--- src/rtl/cmd_source_arbiter.sv ---
`default_nettype none
// ============================================================================
// Module   : cmd_source_arbiter
// Purpose  : Round-robin arbiter merging NUM_SRC host byte streams into one
//            command stream; a grant always covers exactly one whole command.
// Options  : CMD_ARB_TIMEOUT_EN - watchdog that zero-pads a stalled command
// Revision : 1.0 - initial release
// ============================================================================
module cmd_source_arbiter #(
  parameter int NUM_SRC        = 2,
  parameter int LEN_UPLOAD_TRI = 37,
  parameter int LEN_ADD_INST   = 50,
  parameter int LEN_SET_CAMERA = 49,
  parameter int TIMEOUT_CYCLES = 1024
) (
  input  logic                       clk,
  input  logic                       rstn,
  input  logic [NUM_SRC-1:0]         src_valid,
  output logic [NUM_SRC-1:0]         src_ready,
  input  logic [NUM_SRC*8-1:0]       src_data,
  output logic                       cmd_m_valid,
  input  logic                       cmd_m_ready,
  output logic [7:0]                 cmd_m_data,
  output logic [$clog2(NUM_SRC)-1:0] grant_idx,
  output logic                       busy,
  output logic                       timeout_err
);

  localparam int c_idx_w = $clog2(NUM_SRC);

  localparam logic [7:0] c_op_two_a = 8'h55;
  localparam logic [7:0] c_op_two_b = 8'hA0;
  localparam logic [7:0] c_op_tri   = 8'hA1;
  localparam logic [7:0] c_op_inst  = 8'hB0;
  localparam logic [7:0] c_op_cam   = 8'hC0;

  localparam logic [7:0] c_len_tri  = 8'(LEN_UPLOAD_TRI);
  localparam logic [7:0] c_len_inst = 8'(LEN_ADD_INST);
  localparam logic [7:0] c_len_cam  = 8'(LEN_SET_CAMERA);

  generate
    if (NUM_SRC < 2) begin : g_chk_num_src
      $error("cmd_source_arbiter: NUM_SRC must be at least 2");
    end
    if (LEN_UPLOAD_TRI < 1 || LEN_UPLOAD_TRI > 255 ||
        LEN_ADD_INST   < 1 || LEN_ADD_INST   > 255 ||
        LEN_SET_CAMERA < 1 || LEN_SET_CAMERA > 255) begin : g_chk_len
      $error("cmd_source_arbiter: command lengths must be within 1..255");
    end
    if (TIMEOUT_CYCLES < 1) begin : g_chk_timeout
      $error("cmd_source_arbiter: TIMEOUT_CYCLES must be positive");
    end
  endgenerate

`ifdef CMD_ARB_TIMEOUT_EN
  localparam int c_cnt_w = $clog2(TIMEOUT_CYCLES + 1);

  typedef enum logic [1:0] {
    ST_IDLE = 2'd0,
    ST_HEAD = 2'd1,
    ST_BODY = 2'd2,
    ST_PAD  = 2'd3
  } state_t;
`else
  typedef enum logic [1:0] {
    ST_IDLE = 2'd0,
    ST_HEAD = 2'd1,
    ST_BODY = 2'd2
  } state_t;
`endif

  state_t               r_state;
  state_t               w_state_nxt;
  logic [c_idx_w-1:0]   r_grant;
  logic [c_idx_w-1:0]   w_grant_nxt;
  logic [c_idx_w-1:0]   r_rr;
  logic [c_idx_w-1:0]   w_rr_nxt;
  logic [7:0]           r_left;
  logic [7:0]           w_left_nxt;

  logic [7:0]           w_src_byte [NUM_SRC];
  logic [c_idx_w-1:0]   w_cand     [NUM_SRC];
  logic [c_idx_w-1:0]   w_pick;
  logic [c_idx_w-1:0]   w_pick_nxt;
  logic                 w_sel_valid;
  logic [7:0]           w_sel_data;
  logic                 w_xfer;
  logic [7:0]           w_len;

`ifdef CMD_ARB_TIMEOUT_EN
  logic [c_cnt_w-1:0]   r_cnt;
  logic [c_cnt_w-1:0]   w_cnt_nxt;
  logic                 r_terr;
  logic                 w_terr_nxt;
`endif

  function automatic logic [7:0] f_cmd_len(input logic [7:0] op);
    case (op)
      c_op_two_a, c_op_two_b: f_cmd_len = 8'd2;
      c_op_tri:               f_cmd_len = c_len_tri;
      c_op_inst:              f_cmd_len = c_len_inst;
      c_op_cam:               f_cmd_len = c_len_cam;
      default:                f_cmd_len = 8'd1;
    endcase
  endfunction

  // w_cand[k] is the k-th source in priority order, starting at the rr pointer
  for (genvar g = 0; g < NUM_SRC; g++) begin : g_src
    assign w_src_byte[g] = src_data[8*g +: 8];
    assign w_cand[g]     = c_idx_w'((int'(r_rr) + g) % NUM_SRC);
  end

  always_comb begin
    w_pick = r_rr;
    for (int i = NUM_SRC - 1; i >= 0; i--) begin
      if (src_valid[w_cand[i]]) w_pick = w_cand[i];
    end
  end

  assign w_pick_nxt  = (w_pick == c_idx_w'(NUM_SRC - 1)) ? '0 : w_pick + c_idx_w'(1);
  assign w_sel_valid = src_valid[r_grant];
  assign w_sel_data  = w_src_byte[r_grant];
  assign w_xfer      = w_sel_valid & cmd_m_ready;
  assign w_len       = f_cmd_len(w_sel_data);

  always_ff @(posedge clk or negedge rstn) begin
    if (!rstn) r_state <= ST_IDLE;
    else       r_state <= w_state_nxt;
  end

  always_comb begin
    w_state_nxt = r_state;
    w_grant_nxt = r_grant;
    w_rr_nxt    = r_rr;
    w_left_nxt  = r_left;
    src_ready   = '0;
    cmd_m_valid = 1'b0;
    cmd_m_data  = 8'h00;
`ifdef CMD_ARB_TIMEOUT_EN
    w_cnt_nxt   = r_cnt;
    w_terr_nxt  = 1'b0;
`endif
    case (r_state)
      ST_IDLE: begin
        if (|src_valid) begin
          w_grant_nxt = w_pick;
          w_rr_nxt    = w_pick_nxt;
          w_state_nxt = ST_HEAD;
        end
      end
      ST_HEAD: begin
        cmd_m_valid         = w_sel_valid;
        cmd_m_data          = w_sel_data;
        src_ready[r_grant]  = cmd_m_ready;
        if (w_xfer) begin
          if (w_len == 8'd1) begin
            w_state_nxt = ST_IDLE;
          end else begin
            w_left_nxt  = w_len - 8'd1;
            w_state_nxt = ST_BODY;
          end
        end
      end
      ST_BODY: begin
        cmd_m_valid         = w_sel_valid;
        cmd_m_data          = w_sel_data;
        src_ready[r_grant]  = cmd_m_ready;
        if (w_xfer) begin
          w_left_nxt = r_left - 8'd1;
          if (r_left == 8'd1) w_state_nxt = ST_IDLE;
`ifdef CMD_ARB_TIMEOUT_EN
          w_cnt_nxt = '0;
        end else if (!w_sel_valid) begin
          if (r_cnt == c_cnt_w'(TIMEOUT_CYCLES - 1)) begin
            w_cnt_nxt   = '0;
            w_terr_nxt  = 1'b1;
            w_state_nxt = ST_PAD;
          end else begin
            w_cnt_nxt = r_cnt + c_cnt_w'(1);
          end
`endif
        end
      end
`ifdef CMD_ARB_TIMEOUT_EN
      // Filler keeps the downstream byte count aligned after an abandoned command
      ST_PAD: begin
        cmd_m_valid = 1'b1;
        if (cmd_m_ready) begin
          w_left_nxt = r_left - 8'd1;
          if (r_left == 8'd1) w_state_nxt = ST_IDLE;
        end
      end
`endif
      default: w_state_nxt = ST_IDLE;
    endcase
  end

  always_ff @(posedge clk or negedge rstn) begin
    if (!rstn) begin
      r_grant <= '0;
      r_rr    <= '0;
      r_left  <= 8'd0;
    end else begin
      r_grant <= w_grant_nxt;
      r_rr    <= w_rr_nxt;
      r_left  <= w_left_nxt;
    end
  end

`ifdef CMD_ARB_TIMEOUT_EN
  always_ff @(posedge clk or negedge rstn) begin
    if (!rstn) begin
      r_cnt  <= '0;
      r_terr <= 1'b0;
    end else begin
      r_cnt  <= w_cnt_nxt;
      r_terr <= w_terr_nxt;
    end
  end

  assign timeout_err = r_terr;
`else
  assign timeout_err = 1'b0;
`endif

  assign grant_idx = r_grant;
  assign busy      = (r_state != ST_IDLE);

endmodule
`default_nettype wire

--- config.mk ---
export PLATFORM = sky130hd
export DESIGN_NAME = cmd_source_arbiter
export DESIGN_NICKNAME = d
export VERILOG_FILES = /design/src/rtl/cmd_source_arbiter.sv
export SDC_FILE = /design/constraint.sdc
export NUM_CORES = 1
export LEC_CHECK = 0
export CAP_MARGIN = 20
export CORE_MARGIN = 5
export CORE_UTILIZATION = 35
export CTS_CLUSTER_DIAMETER = 80
export DETAILED_ROUTE_END_ITERATION = 12
export MAX_ROUTING_LAYER = met4
export PLACE_DENSITY_LB_ADDON = 0.3
export SETUP_SLACK_MARGIN = 0.3
export SLEW_MARGIN = 15
export SYNTH_ARGS = -nofsm -noshare
export SYNTH_HDL_FRONTEND = slang
export SYNTH_SLANG_ARGS = --single-unit
export TNS_END_PERCENT = 10
--- constraint.sdc ---
create_clock -name clk -period 4.6 [get_ports clk]
set_clock_uncertainty 0.05 [all_clocks]
set_input_delay 0.92 -clock clk [delete_from_list [all_inputs] [get_ports clk]]
set_output_delay 0.92 -clock clk [all_outputs]
set_load 0.005 [all_outputs]
# Yosys cells after proc, flatten, opt, wreduce, memory -nomap -nowiden
# Cells that the tools add are included.
# classes
addsub	4
magnitude_cmp	5
n_eq_ne	14
mux	28
bitwise	3
reduce_logical	10
# ops
op	count
$mux W8	7
$eq A8 B8 Y1 const B	4
$pmux W6 S4	1
$eq A8 B1 Y1 const B	2
$pmux W8 S2	1
$sub A8 B1 Y8 const B	2
$mux W2	6
$mux W1	11
$ne A2 B2 Y1 const B	5
$eq A8 B7 Y1 const B	1
$reduce_and A4 Y1	2
$lt A1 B2 Y1 const B	3
$pmux W2 S3	1
$reduce_or A2 Y1	3
$reduce_bool A2 Y1	2
$add A1 B1 Y1 const B	2
$and A2 B2 Y2	1
$eq A2 B1 Y1 const B	1
$eq A2 B2 Y1 const B	1
$ge A2 B2 Y1 const B	1
$logic_not A2 Y1	1
$not A1 Y2	1
$reduce_and A2 Y1	1
$and A1 B1 Y1	1
other kinds (3)	3
# word_totals
reg_bits	12
inputBits	21
out_inout_bits	14
wordCells	68

# Longest topological paths before layout
# depth
word_depth	11
mapped_depth	10
depth_no_buf	9

# Least setup slack after synthesis
# OpenSTA, ideal clock, no wires.
# synth_path
path_kind	input-to-reg
from	input port src_data[5]
to	register r_left[7]
arrival_time_ns	2.591
required_time_ns	4.449
path_slack_ns	1.859
path_stages	6
n_path_buf	0
path_cell_list	or3b_1 a221oi_1 a22oi_1 ha_1 a41o_1 o311ai_2
# synth_via
elab_chain_len	10
word_cells_on_any_way	17
classes_between	add/sub: 1; eq/ne: 7; mux: 7; reduce/logical: 2
# synth_rtl
element	line_no	text
start: declaration	20	input logic [NUM_SRC*8-1:0] src_data,
$mux W8 (implied by the code) (*) (3 in a row)	122	assign w_sel_data = w_src_byte[r_grant];
$eq A8 B7 Y1 / $eq A8 B8 Y1 (equally long branches)	98	case (op)
$reduce_or A2 Y1	98	
$pmux W6 S4 (*)	98	
$sub A8 B1 Y8	159	w_left_nxt = w_len - 8'd1;
$mux W8	156	if (w_len == 8'd1) begin
$mux W8	155	if (w_xfer) begin
$pmux W8 S2	143	case (r_state)
end signal: assignment	206	r_left <= w_left_nxt;
end: declaration	78	logic [7:0] r_left;
# Every way passes the cells marked *; elsewhere a longest branch is shown, timed or not. The select of a mux whose other input is x is not followed.
# A chain may end at the register's enable or synchronous reset.

# Final worst setup path
# layout_path
from	input port src_data[15]
to	output port cmd_m_data[7]
# layout_via
elab_chain_len	4
# layout_rtl
element	line_no	text
$mux W8 (implied by the code) (3 in a row)	122	
$mux W8	143	
end: declaration	23	output logic [7:0] cmd_m_data,
# Every way passes these cells. The select of a mux whose other input is x is not followed.

==> flow_summary.yaml <==
sta:
  setup_ws_ps: 1356
  maxSlewViolCount: 0
  worst_slew_pin_slew_ps: 873.8
  max_freq_mhz: 308.2
  rsz0062_at_grt: "no"
  maxSlewHeadroom_pct: 41.75
  hold_violations: 0
  min_period_ps: 3244
  setup_viol: 0
  whs_ps: 439.7
  fin_crit_sh_pct: 70.52
  setup_tns_ps: 0
synthesis:
  synth_top_family_by_area: "simple AND/OR/NAND/NOR gates"
  synthMuxAreaShare_pct: 9.519
  synth_compound_area_share_pct: 23.43
  yosys.cell_types.count: 44
  synth_fp_nets: 171
  yosys_register_bits: 12
  synthFlopType: "dfrtp_1"
  synth.avg_cell_area_um2: 8.365
  yosys.area_share.simple_pct: 28.97
  synthAdderAreaFrac_pct: 7.322
  synthesis.instances: 143
  synthXorXnorAreaFrac_pct: 0.7322
  syn_area_um2: 1196
  seq_area_frac_synth_pct: 25.10
  yosysWarnings: 0
  synthArstFlopShare_pct: 100.0
  synth_edf_count: 0
clocking:
  cts_resized: 0
  path_clk_slew_ps: 70
  cts_tree: "done"
  clkLatencyLatePin_ps: 280
  clockBufferDepth: 2
  clkSinkCount: 12
  numCtsBuffers: 3
  cts_setup_buffers: 0
  clock-root-buffer: "clkbuf_4"
  ctsHoldBuffers: 0
  htreeDepth: 1
global_routing:
  grt_usage_pct: 14.66
  grt_max_degree: 27
  antenna_found_initial: 0
  grt_first_pass_wirelength_um: 5126
  grt_pass1_vias: 1152
  overflow: 0
worst_setup_path:
  end_kind: "primary output"
  path_max_fanout: 4
  cp-start-kind: "input pin"
  cp.required_ps: 3630
  arrival_ps: 2270
  path_class: "in2out"
detailed_routing:
  drtIter0Drc: 55
  vias: 1200
  drc: 0
  drtPass1Iterations: 4
  viasPerCell: 5.455
  detail_route.wl_per_cell_um: 14.38
  routed_wl_um: 3164
  antenna_left: 0
flow_run:
  drv_cap: 0
cells_and_area:
  fillers: 333
  final_util_pct: 48.07
  stdcell_area_um2: 1592
  final_cells: 220
  area_growth_pct: 33.05
  drive_gt1_share_pct: 6.897
  nets: 203
  antenna_cells: 0
floorplan:
  num_rows: 21
  die-area_um2: 4687
  chipHeight_um: 68.46
  die_w_um: 68.46
  initial_utilization_pct: 36.13
  core_um2: 3311
  io_pins: 35
pwr:
  finalPower_mw: 0.7245
  p_per_area_nw_per_um2: 455.2
  total_leakage_power_nw: 0.6258
  max-vdd-ir-drop_mv: 0.2112
place:
  hpwl_um: 2506
  place_area_um2: 1555
  dpl_worst_slack_ps: 1152
  gp_congestion: 0.8997
  dp.cells: 216
  portBuffers: 33
min_path:
  min_path_type: "reg2reg"
run_status:
  status: "completed"
-- final timing paths --
| path | start | end | slack [ps] | cells past startpoint |
|---|---|---|---|---|
| setup / recovery | src_data[15] | cmd_m_data[7] | 1360 | 4 |
| hold / removal | r_rr | r_rr | 440 | 1 |
| setup reg to reg | grant_idx | r_left[7] | 1620 | 7 |
| hold reg to reg | r_rr | r_rr | 440 | 1 |
| max in group asynchronous | rstn | grant_idx | 3200 | 1 |
| min in group asynchronous | rstn | r_left[4] | 940 | 1 |
-- critical path: stages --
cell and delay [ps]:
clkdlybuf4s50_1 520, mux2i_1 160, nor2b_1 170, clkdlybuf4s50_1 510
-- synth_stat cells, types with 3 or more instances --
| cell type | n | share of area, % |
|---|---|---|
| clkbuf_1 | 3 | 0.94 |
| nand3b_1 | 5 | 3.1 |
| nand2_1 | 7 | 2.2 |
| nand3_1 | 4 | 1.7 |
| a21oi_1 | 7 | 2.9 |
| nor2_1 | 11 | 3.5 |
| or3b_1 | 3 | 2.2 |
| o21ai_0 | 8 | 3.3 |
| inv_1 | 7 | 2.2 |
| mux2_2 | 3 | 2.8 |
| nor2b_1 | 10 | 5.2 |
| nand2b_1 | 3 | 1.6 |
| mux2i_1 | 8 | 6.7 |
| dfrtp_1 | 12 | 25 |
| a31oi_1 | 3 | 1.6 |
| a22oi_1 | 5 | 3.1 |
| ha_1 | 7 | 7.3 |
| nor3_1 | 4 | 1.7 |
| or3_1 | 3 | 1.6 |
-- per-layer routing --
layer | vias up | track usage (%) | share of wire (%)
met3 | 6 | 1.970 | 9.7
met5 | - | - | 0
met1 | 547 | 16.88 | 43
met4 | 0 | 5.707 | 1.4
li1 | 592 | - | -
met2 | 55 | 25.51 | 46
-- logic make-up (layout without fill, tap and decap cells) --
family                   after synthesis  in the layout
AND/OR/NAND/NOR                       60             60
XOR/XNOR                               1              1
multiplexers                          11             11
other                                  1              1
adder cells (fa/ha/maj)                7              7
AO/OA/AOI/OAI                         38             38
buffers and inverters                 13             44
flip-flops                            12             12
-- state kept, by name, summed over array words and instances (netlist names) --
name	flops
r_state	2
grant_idx	1
r_rr	1
r_left	8
-- layout by cell type, fill, tap and decap left out, drive strengths merged, types with 2 or more instances in the layout --
| cell type | n |
|---|---|
| nor2b | 10 |
| dfrtp | 12 |
| mux2i | 8 |
| o21ai | 10 |
| or3b | 3 |
| nand3b | 5 |
| a31oi | 3 |
| mux2 | 3 |
| inv | 7 |
| a21oi | 7 |
| ha | 7 |
| clkdlybuf4s50 | 33 |
| clkbuf | 4 |
| or3 | 3 |
| a32o | 2 |
| nor3 | 4 |
| nand3 | 4 |
| nand2 | 7 |
| a22oi | 5 |
| nor2 | 11 |
| nand2b | 3 |
| or4 | 2 |
| and2 | 3 |
| o2bb2ai | 2 |
-- area by class of cell --
class | instances | area (um2) | share of cell area (%)
repair buffers | 33 | 330.3 | 20.75
flip-flops and latches | 12 | 300.3 | 18.87
well taps | 46 | 57.56 | 3.616
multi-input cells | 118 | 840.8 | 52.83
inverters | 7 | 26.28 | 1.651
clock buffers | 4 | 36.28 | 2.280
-- where the power goes --
| part | total (mW) | leakage, nW | switching [mW] | internal (mW) |
|---|---|---|---|---|
| logic | 0.435 | 0.450 | 0.189 | 0.246 |
| registers | 0.205 | 0.155 | 0.0663 | 0.139 |
| clock network | 0.0846 | 0.0210 | 0.0365 | 0.0482 |
Power figures use the tool's default switching activity.
==> edit 1: new RTL, config.mk and constraints unchanged <==
Add a define of `CMD_ARB_TIMEOUT_EN`.
--- a/src/rtl/cmd_source_arbiter.sv
+++ b/src/rtl/cmd_source_arbiter.sv
@@ -6,6 +6,8 @@
 // Options  : CMD_ARB_TIMEOUT_EN - watchdog that zero-pads a stalled command
 // Revision : 1.0 - initial release
 // ============================================================================
+`define CMD_ARB_TIMEOUT_EN
+
 module cmd_source_arbiter #(
   parameter int NUM_SRC        = 2,
   parameter int LEN_UPLOAD_TRI = 37,
Behaviour: no difference found for any inputs over 10 cycles, from zero or initial values and one cycle with rstn low; that may be too few to reach the edited logic, so the function may still have changed.
==> edit 1 against the unedited design <==
Wire length increased by 44%; sequential share of layout area increased by 7.5 points; worst setup slack got worse by 0.22 ns; sequential cell count increased by 12; critical path depth increased by 1; via count increased by 42%; first-iteration DRC count increased by 100%; final area increased by 43%; global-route usage increased by 0.34 points; largest cell class unchanged; synthesized cell count increased by 55%; non-clock buffer count increased by 4; power increased by 38%; critical endpoint is now cmd_m_valid; area after synthesis increased by 49%; core utilization decreased by 2.5 points.
==> edit 1: results (changes against the unedited design) <==
outcome: "complete, no violations"  # unchanged
crit_arrival_ns: 2.49  # was 2.27 ns
r2r_cells: 10  # was 7
rrSetupSlack_ns: 1.73  # was 1.62 ns
synthTopCellsByCount: "nor2_1 (29), o21ai_0 (28), dfrtp_1 (24)"  # was dfrtp_1 (12), nor2_1 (11), nor2b_1 (10)
grt_pass1_vias: 1645  # was 1,152
hpwlAfterDp_um: 3490  # was 2510 um
fin_nets: 286  # was 203
synth_mux_area_frac: 0.0513  # was 0.0952
root_buffer: "clkbuf_8"  # was clkbuf_4
reg_top3: "r_cnt (11), r_left (8), r_state (2)"  # was r_left (8), r_state (2)
drt_iter0_drc: 111  # was 55
dp.cells: 320  # was 216
synthArstFlopShare: 1.00  # unchanged
post_dp_cell_area_um2: 2200  # was 1560 um2
synthAdderAreaFrac: 0.0632  # was 0.0732
cp-endpoint: "cmd_m_valid"  # was cmd_m_data[7]
track_usage: 0.150  # was 0.147
num_vias: 1709  # was 1,200
fin_ws_ns: 1.14  # was 1.36 ns
leakagePower_nw: 0.958  # was 0.626 nW
cts_max_level: 1  # unchanged
syn-num-nets: 251  # was 171
slew_headroom: 0.467  # was 0.417
grt_max_degree: 25  # was 27
post_drt_wl_per_cell_um: 14.0  # was 14.4 um
antenna_cells: 0  # unchanged
crit_path_max_incr_delay_ns: 0.56  # was 0.52 ns
synthCells: 221  # was 143
cp_max_fo: 6  # was 4
cts_setup_buffers: 0  # unchanged
nFillCells: 522  # was 333
drive_gt1_frac: 0.0549  # was 0.0690
critPathLaunch: "src_valid[1]"  # was src_data[15]
ys.flop_type: "dfrtp_1"  # unchanged
synth-compound-area-share: 0.261  # was 0.234
timing.hold.ws_ns: 0.450  # was 0.440 ns
synth_seq_area_share: 0.337  # was 0.251
clkTransAtPathRegs_ns: 0.09  # was 0.07 ns
synthTopCellsByArea: "dfrtp_1 (34%), o21ai_0 (7.9%), ha_1 (6.3%)"  # was dfrtp_1 (25%), ha_1 (7.3%), mux2i_1 (6.7%)
routabilityCongestion: 0.809  # was 0.900
wirelength_um: 4550  # was 3160 um
regToRegEndpoint: "r_left[3]"  # was r_left[7]
synth_cell_type_count: 45  # was 44
ir_drop_v: 0.000166  # was 0.000211 V
grt_pass1_wl_um: 7720  # was 5130 um
synthXorXnorAreaFrac: 0.00984  # was 0.00732
port_buffers: 34  # was 33
## edit 1: cell count changes after synthesis, sizes merged, moves of 3 or more
cell,delta
nor2,+18
o21ai,+18
dfrtp,+12
nand2,+12
a21oi,+8
and3,+5
nor4,+5
nand3b,-4
inv,+3
or3b,-3
## edit 1: report_power, final
| group | total (W) | internal [W] | switching, W |
|---|---|---|---|
| Sequential | 0.000323 | 0.000253 | 0.0000704 |
| Combinational | 0.000486 | 0.000250 | 0.000236 |
| Clock | 0.000189 | 0.000116 | 0.0000721 |
## edit 1: final cells by class
class,count,area (um2),area share
inverter,10,37.5,0.0165
multi-input combinational,180,1110,0.488
timing repair buffer,37,370,0.162
clock inverter,1,30.0,0.0132
clock buffer,3,41.3,0.0181
tap,70,87.6,0.0384
sequential,24,601,0.263
## edit 1: layer usage
metal | vias to the layer above | wire (um) | GRT usage
li1 | 870 | - | -
met5 | - | 0 | -
met3 | 2 | 253 | 0.0255
met1 | 799 | 2260 | 0.202
met4 | 0 | 6 | 0.0355
met2 | 38 | 2030 | 0.234
==> edit 2: new RTL, config.mk and constraints unchanged <==
Without the edit above. The 3 states of `state_t` get a one-hot encoding in 3 bits.
--- a/src/rtl/cmd_source_arbiter.sv
+++ b/src/rtl/cmd_source_arbiter.sv
@@ -62,10 +62,10 @@
     ST_PAD  = 2'd3
   } state_t;
 `else
-  typedef enum logic [1:0] {
-    ST_IDLE = 2'd0,
-    ST_HEAD = 2'd1,
-    ST_BODY = 2'd2
+  typedef enum logic [2:0] {
+    ST_IDLE = 3'b001,
+    ST_HEAD = 3'b010,
+    ST_BODY = 3'b100
   } state_t;
 `endif
 
Formal check against the unedited RTL: no difference found for any inputs over 10 cycles, from zero or initial values and one cycle with rstn low; not proved beyond that.
==> edit 2 against the unedited design <==
Final area rose by 0.24%; final cell count shrank 2.3%; wire length up 1.4%; area after synthesis up 3.6%; sequential power is 2% higher; sequential cell count grew 1; worst setup slack worse by 0.084 ns; count of clock-buffer cells in the layout did not move; first-iteration DRC count is 5.5% lower; non-clock buffer count stayed put; power down 8.8%; register-to-register slack got worse by 0.15 ns; synthesized cell count fell by 2.1%; critical path type is now primary input to flip-flop; critical endpoint is now r_left[1]; largest cell class unchanged.
==> edit 2: results (changes against the unedited design) <==
hpwlAfterDp_um: 2470  # was 2510 um
wl_met2_um: 1500  # was 1450 um
bufAreaShareNonClock: 0.207  # was 0.208
tightest_slew_ns: 0.924  # was 0.874 ns
nFillCells: 317  # was 333
clk_share: 0.0165  # was 0.0228
synth_cell_type_count: 53  # was 44
place_ws_ns: 0.967  # was 1.15 ns
routabilityCongestion: 0.803  # was 0.900
cts.sinks: 13  # was 12
fin_util: 0.471  # was 0.481
synthTopCellsByArea: "dfrtp_1 (24%), mux2i_1 (6.5%), nor2_1 (5.2%)"  # was dfrtp_1 (25%), ha_1 (7.3%), mux2i_1 (6.7%)
grt_pass1_vias: 1177  # was 1,152
drt_iter0_drc: 52  # was 55
syn-num-nets: 165  # was 171
seq_area_frac: 0.205  # was 0.189
outcome: "complete, no violations"  # unchanged
grtUsageMet2: 0.230  # was 0.255
reg_top3: "r_left (8), r_state (3)"  # was r_left (8), r_state (2)
fin_nets: 195  # was 203
die_w_um: 69.5  # was 68.5 um
grt_max_degree: 19  # was 27
multi_input_area_share: 0.519  # was 0.528
leakagePower_nw: 0.618  # was 0.626 nW
p_sw_frac: 0.430  # was 0.402
grt_pass1_wl_um: 5310  # was 5130 um
synth_seq_cells: 13  # was 12
instances_no_fill: 215  # was 220
synth_seq_area_share: 0.264  # was 0.251
dr.pass1.iters: 5  # was 4
synthTopCellsByCount: "nor2_1 (17), dfrtp_1 (12), mux2i_1 (8)"  # was dfrtp_1 (12), nor2_1 (11), nor2b_1 (10)
crit_arrival_ns: 3.49  # was 2.27 ns
[edit 2: changes by cell type after synthesis, moves of 3 or more]
cell,before,now
or3b_1,3,0
o211ai_1,0,5
ha_1,7,4
buf_6,0,3
a22oi_1,5,0
nor2b_1,10,2
nor2_1,11,17
nand3b_1,5,1
[edit 2: cells by family (layout without fill, tap and decap cells)]
| kind of cell | count (synthesis) | in the layout | synth area share |
|---|---|---|---|
| xor+xnor | 1 | 1 | 0.00707 |
| buf+inv | 15 | 44 | 0.0677 |
| simple gates | 55 | 55 | 0.270 |
| other cells | 1 | 1 | 0.00303 |
| mux | 11 | 11 | 0.103 |
| flops | 13 | 13 | 0.264 |
| fa+ha+maj | 4 | 4 | 0.0404 |
| compound gates | 40 | 40 | 0.245 |
[edit 2: path summary, 6_finish.rpt]
kind	start	slack, ns	endpoint	cells after the start
min in group asynchronous	rstn	0.96	r_rr	1
min	r_rr	0.46	r_rr	1
max reg2reg	grant_idx	1.47	r_left[1]	8
max in group asynchronous	rstn	3.15	r_left[1]	1
max	src_data[1]	1.27	r_left[1]	9
min reg2reg	r_rr	0.46	r_rr	1
[edit 2: power by group through the flow]
stage,sequential [W],clock [W],combinational (W)
floorplan,0.000176,0,0.000291
global placement,0.000210,0,0.000370
detailed placement,0.000215,0,0.000378
CTS,0.000211,0.0000712,0.000381
global route,0.000219,0.0000769,0.000420
finish,0.000210,0.0000716,0.000379
[edit 2: critical path, cell delays in order]
cell and delay [ns]:
clkdlybuf4s50_1 0.48, nor4b_1 0.35, mux2i_1 0.18, o32ai_1 0.57
inv_1 0.13, ha_1 0.24, o2111ai_2 0.17, o21a_1 0.26
mux2i_1 0.19
